[src/rtl/vdma_map_pkg.sv]
// Shared constants for the VDMA pixel pack/unpack datapaths.
// Mode tags are common to the write-side packer and read-side splitter.
package vdma_map_pkg;

  localparam int ISIZE_DEF = 24;
  localparam int OSIZE_DEF = 256;
  localparam int NSIZE = OSIZE_DEF / ISIZE_DEF;
  localparam int CNT_W = $clog2(OSIZE_DEF + ISIZE_DEF);

  localparam logic [31:0] MODE_LINE = "LINE";
  localparam logic [31:0] MODE_ONCE = "ONCE";

  function automatic int cnt_width(
    input int osize,
    input int isize
  );
    return $clog2(osize + isize);
  endfunction

endpackage

[src/rtl/split_shift_buf.sv]
// Left-justified bit buffer: pop shifts out one pixel, push appends a word
// directly below whatever survives the same-cycle pop.
module split_shift_buf
  import vdma_map_pkg::*;
#(
  parameter int ISIZE = 24,
  parameter int OSIZE = 256,
  localparam int BW = OSIZE + ISIZE,
  localparam int CW = cnt_width(OSIZE, ISIZE)
) (
  input  logic             clock,
  input  logic             rst_n,
  input  logic             i_clr,
  input  logic             i_pop,
  input  logic             i_push,
  input  logic [OSIZE-1:0] i_data,
  output logic [ISIZE-1:0] o_pix,
  output logic [CW-1:0]    o_cnt
);

  localparam logic [CW-1:0] L_I = CW'(ISIZE);
  localparam logic [CW-1:0] L_O = CW'(OSIZE);

  logic [BW-1:0] r_buf;
  logic [CW-1:0] r_cnt;

  logic [BW-1:0] w_buf_pop;
  logic [BW-1:0] w_ins;
  logic [BW-1:0] w_buf_nxt;
  logic [CW-1:0] w_cnt_pop;
  logic [CW-1:0] w_cnt_nxt;

  // Bits below the valid region are always zero, so OR-merge is safe.
  always_comb begin
    w_buf_pop = i_pop ? (r_buf << ISIZE) : r_buf;
    w_cnt_pop = i_pop ? (r_cnt - L_I) : r_cnt;
    w_ins     = {i_data, {ISIZE{1'b0}}} >> w_cnt_pop;
    w_buf_nxt = w_buf_pop;
    w_cnt_nxt = w_cnt_pop;
    if (i_push) begin
      w_buf_nxt = w_buf_pop | w_ins;
      w_cnt_nxt = w_cnt_pop + L_O;
    end
  end

  always_ff @(posedge clock) begin
    if (!rst_n || i_clr) begin
      r_buf <= '0;
      r_cnt <= '0;
    end else begin
      r_buf <= w_buf_nxt;
      r_cnt <= w_cnt_nxt;
    end
  end

  assign o_pix = r_buf[BW-1 -: ISIZE];
  assign o_cnt = r_cnt;

endmodule

[src/rtl/split_data.sv]
// Read-side pixel splitter: OSIZE-bit VDMA words in, ISIZE-bit pixels out,
// MSB-first, with optional per-line realignment.
module split_data
  import vdma_map_pkg::*;
#(
  parameter int          ISIZE = 24,
  parameter int          OSIZE = 256,
  parameter logic [31:0] MODE  = MODE_LINE
) (
  input  logic             clock,
  input  logic             rst_n,
  input  logic             ialign,
  input  logic             ivalid,
  input  logic [OSIZE-1:0] idata,
  input  logic             ilast,
  output logic             iready,
  output logic             ovalid,
  output logic [ISIZE-1:0] odata,
  output logic             olast,
  input  logic             oready
);

  localparam int CW = cnt_width(OSIZE, ISIZE);
  localparam logic [CW-1:0] L_I  = CW'(ISIZE);
  localparam logic [CW:0]   L_2I = (CW+1)'(2 * ISIZE);
  localparam bit LINE_EN = (MODE == MODE_LINE);

  logic [ISIZE-1:0] w_pix;
  logic [CW-1:0]    w_cnt;
  logic             r_line_pend;

  logic w_ovalid;
  logic w_olast;
  logic w_lt2;
  logic w_pop;
  logic w_push;
  logic w_iready;
  logic w_clr;

  assign w_ovalid = (w_cnt >= L_I);
  assign w_lt2    = ({1'b0, w_cnt} < L_2I);
  assign w_olast  = w_ovalid & r_line_pend & w_lt2;
  assign w_pop    = w_ovalid & oready & ~ialign;

  // oready feeds iready directly so a refill lands on the draining pop.
  assign w_iready = rst_n & ~r_line_pend & ~ialign &
                    (~w_ovalid | (w_lt2 & w_ovalid & oready));
  assign w_push   = ivalid & w_iready;

  assign w_clr = ialign | (w_pop & w_olast) |
                 (r_line_pend & ~w_ovalid);

  split_shift_buf #(
    .ISIZE(ISIZE),
    .OSIZE(OSIZE)
  ) u_buf (
    .clock (clock),
    .rst_n (rst_n),
    .i_clr (w_clr),
    .i_pop (w_pop),
    .i_push(w_push),
    .i_data(idata),
    .o_pix (w_pix),
    .o_cnt (w_cnt)
  );

  always_ff @(posedge clock) begin
    if (!rst_n || w_clr) begin
      r_line_pend <= 1'b0;
    end else if (w_push && ilast && LINE_EN) begin
      r_line_pend <= 1'b1;
    end
  end

  assign iready = w_iready;
  assign ovalid = rst_n & w_ovalid;
  assign olast  = rst_n & w_olast;
  assign odata  = rst_n ? w_pix : '0;

endmodule

[config.mk]
export PLATFORM = sky130hd
export DESIGN_NAME = split_data
export DESIGN_NICKNAME = d
export VERILOG_FILES = /design/src/rtl/vdma_map_pkg.sv /design/src/rtl/split_shift_buf.sv /design/src/rtl/split_data.sv
export SDC_FILE = /design/constraint.sdc
export NUM_CORES = 1
export LEC_CHECK = 0
export BUFFER_PORTS_ARGS = -buffer_cell sky130_fd_sc_hd__buf_2
export CAP_MARGIN = 20
export CORE_ASPECT_RATIO = 1.2
export CORE_UTILIZATION = 25
export DETAILED_ROUTE_END_ITERATION = 7
export HOLD_SLACK_MARGIN = 0.1
export PLACE_DENSITY = 0.44
export REMOVE_ABC_BUFFERS = 1
export SLEW_MARGIN = 30
export SYNTH_ARGS = -nofsm -noshare
export SYNTH_HDL_FRONTEND = slang
export SYNTH_SLANG_ARGS = --single-unit
[constraint.sdc]
create_clock -name clock -period 3.2 [get_ports clock]
set_input_delay 0.16 -clock clock [delete_from_list [all_inputs] [get_ports clock]]
set_output_delay 0.16 -clock clock [all_outputs]
set_load 0.01 [all_outputs]
==> impl_metrics.yaml <==
synth:
  yosysWarnings: 0
  synth_edf_count: 0
  synthArstFlopShare_pct: 0
  syn_area_mm2: 0.02426
  yosys.area.top_type: "dfxtp_1"
  ys_types: 81
  synth_xor_area_share_pct: 0
  seq_area_frac_synth_pct: 23.68
  yosys.area_share.simple_pct: 19.92
  synth_commonest_cells: "nand2_1, mux2i_1, dfxtp_1, a31oi_1, clkbuf_1"
  avgSynthCellArea_um2: 7.861
  syn_inst: 3086
  synth_compound_area_share_pct: 25.79
  synth.most_common_cell: "nand2_1"
  ys_seq_elements: 287
  synth_top_flop_cell: "dfxtp_1"
  synth_fa_ha_area_share_pct: 0.05158
  synthMuxAreaShare_pct: 24.23
  synth_top_family_by_area: "compound AO/OA/AOI/OAI gates"
  synth_area_leaders: "dfxtp_1, mux2i_1, nand2_1, mux4_2, a31oi_1"
  synth_top_area_share_pct: 23.68
pwr:
  p_sw_share_pct: 29.44
  p_leak_uw: 0.01304
  peakVddDrop_uv: 294.0
  p_seq_share_pct: 36.1
  power_frac_clock_pct: 45.6
  switching_power_uw: 3025
  power_density_mw_per_mm2: 333.2
  pwr-share-comb_pct: 18.3
  power.total_uw: 10280
  internal_power_uw: 7250
global_route:
  grt_pass1_wl_um: 177100
  track_usage_pct: 23.73
  overflow: 0
  first_global_vias: 26140
  antenna_found_initial: 11
  grt_start_max_net_pins: 76
layout:
  final_core_util_pct: 32.22
  area_delta_synth_final_pct: 27.14
  final_nets: 3686
  drive_gt1_share_pct: 23.46
  nFillCells: 10180
critical_path:
  critical_path_class: "reg -> reg"
  r2r-start: "u_buf.o_cnt[3]"
  startpoint_type: "flip-flop"
  critical_path.startpoint: "u_buf.o_cnt[3]"
  crit_path_end_kind: "flip-flop"
  critical_path_arrival_ns: 3.55
  cp_data_required_time_ns: 3.69
  cp_max_fo: 24
route:
  vias_per_cell: 5.656
  ant_nets: 0
  drt_pass1_iterations: 8
  wl_per_cell_um: 25.56
  drt_iter0_drc: 2453
  vias: 26660
  post-route-drc-count: 0
  routed_wl_um: 120500
floorplanning:
  fp.dieH_um: 343.2
  dieArea_mm2: 0.09829
  chipWidth_um: 286.4
  rows: 124
  core_area_mm2: 0.09573
  start_util_pct: 25.34
  num_io_pins: 289
sta:
  worst_pin_slew_ns: 1.049
  max-slew-margin-rel_pct: 29.78
  period_needed_ns: 3.064
  rsz0062_at_grt: "yes"
  slew_violations: 0
  fin_ws_ns: 0.1361
  max_freq_mhz: 326.4
  clock_skew_ns: 0.01239
  period_share_pct: 95.75
  setup_viol: 0
  hold_viol: 0
clocking:
  htreeDepth: 2
  clk_pin_slew_ns: 0.06
  numCtsBuffers: 38
  clk_path_buf_depth: 3
  cts_sinks: 287
  root_buffer: "clkbuf_16"
  cts_tree: "yes"
  clk_latency_ns: 0.59
run:
  maxCapViolCount: 0
placed_design:
  gp_congestion: 0.8932
  place_hpwl_um: 86710
  place_ws_ns: 0.007394
  io_buffers: 288
run_status:
  status: "finished clean"
min_path:
  worstHoldStart: "idata[168]"
  hold_class: "in -> reg"
[critical path, stage by stage, from the launching register on]
cell and delay (ns):
dfxtp_1 0.31, ha_2 0.24, nor3_4 0.44, a21boi_4 0.12, nor2_4 0.28, buf_12 0.24, buf_12 0.21, mux2i_1 0.29
mux2i_1 0.18, a221o_1 0.39, a311oi_1 0.23
[stage by stage]
stage | std cells | instance area [um^2] | setup TNS (ns) | hold slack [ns]
6_report | 4714 | 30840 | 0 | 0.1051
5_1_grt | 4713 | 30840 | -0.01461 | 0.1314
4_1_cts | 4707 | 30710 | 0 | 0.1003
3_5_place_dp | 4580 | 28820 | 0 | 0.4596
3_3_place_gp | 4580 | 28820 | 0 | 0.4536
2_1_floorplan | 2768 | 22730 | -4552.34 | 0.3007
[power by group through the flow]
stage	combinational [uW]	sequential (uW)	clock, uW
6_report	1880	3710	4690
3_5_place_dp	1800	3790	0
3_3_place_gp	1800	3790	0
2_1_floorplan	1030	3770	0
5_1_grt	2010	3720	4880
4_1_cts	1870	3710	4780
[flip-flops by register name (all words and copies together), names as in the netlist]
register,flops
u_buf.r_buf,280
u_buf.o_cnt,6
r_line_pend,1
[path summary, 6_finish.rpt]
| check | slack, ns | cells after the start | end |
|---|---|---|---|
| max reg2reg | 0.14 | 10 | u_buf.r_buf[22] |
| min reg2reg | 0.47 | 2 | u_buf.r_buf[120] |
| max | 0.14 | 10 | u_buf.r_buf[22] |
| min | 0.11 | 5 | u_buf.r_buf[160] |
[repair_timing]
| action | CTS | global route |
|---|---|---|
| hold buffers | 56 | 0 |
| hold endpoints to repair | 44 | 0 |
| buffers inserted | 2 | 3 |
| cloned | 0 | 2 |
| resized for setup | 0 | 10 |
| pin swaps | 1 | 2 |
| endpoints found under the setup margin | 1 | 42 |
[layout make-up]
cell class | count | area, um^2 | share of cell area (%)
inverter | 2 | 7.507 | 0.02434
clock buffer | 56 | 1142 | 3.704
multi-input combinational | 2479 | 17210 | 55.80
clock inverter | 13 | 170.2 | 0.5517
tap | 1260 | 1577 | 5.112
timing repair buffer | 615 | 4985 | 16.16
antenna | 2 | 5.005 | 0.01623
sequential | 287 | 5746 | 18.63
[layer usage]
layer	vias to the layer above	GRT usage [%]	share of wire [%]
met1	13070	29.92	42
met3	254	3.985	6.4
met5	-	0	0.051
met4	8	9.637	4.4
li1	12270	-	-
met2	1058	39.99	47
[cell families after synthesis]
kind of cell / after synthesis
AO/OA/AOI/OAI: 890
flip-flops: 287
AND/OR/NAND/NOR: 1113
adder cells (fa/ha/maj): 1
multiplexers: 475
buffers and inverters: 320
[cell usage in the layout, fill, tap and decap left out, types with 34 or more instances in the layout]
cell type / instances
a21o_1: 52
mux2i_1: 367
o21ai_0: 72
o22ai_1: 78
and2_1: 39
a31o_2: 34
a21oi_1: 119
mux4_2: 88
dlygate4sd3_1: 56
dfxtp_1: 287
a31oi_1: 169
nand2_1: 760
nor2_1: 63
a22oi_1: 36
and3_1: 71
nand3_1: 118
buf_2: 288
buf_4: 197
a211oi_1: 98
clkbuf_16: 43
buf_12: 66
(Power assumes the default switching activity.)
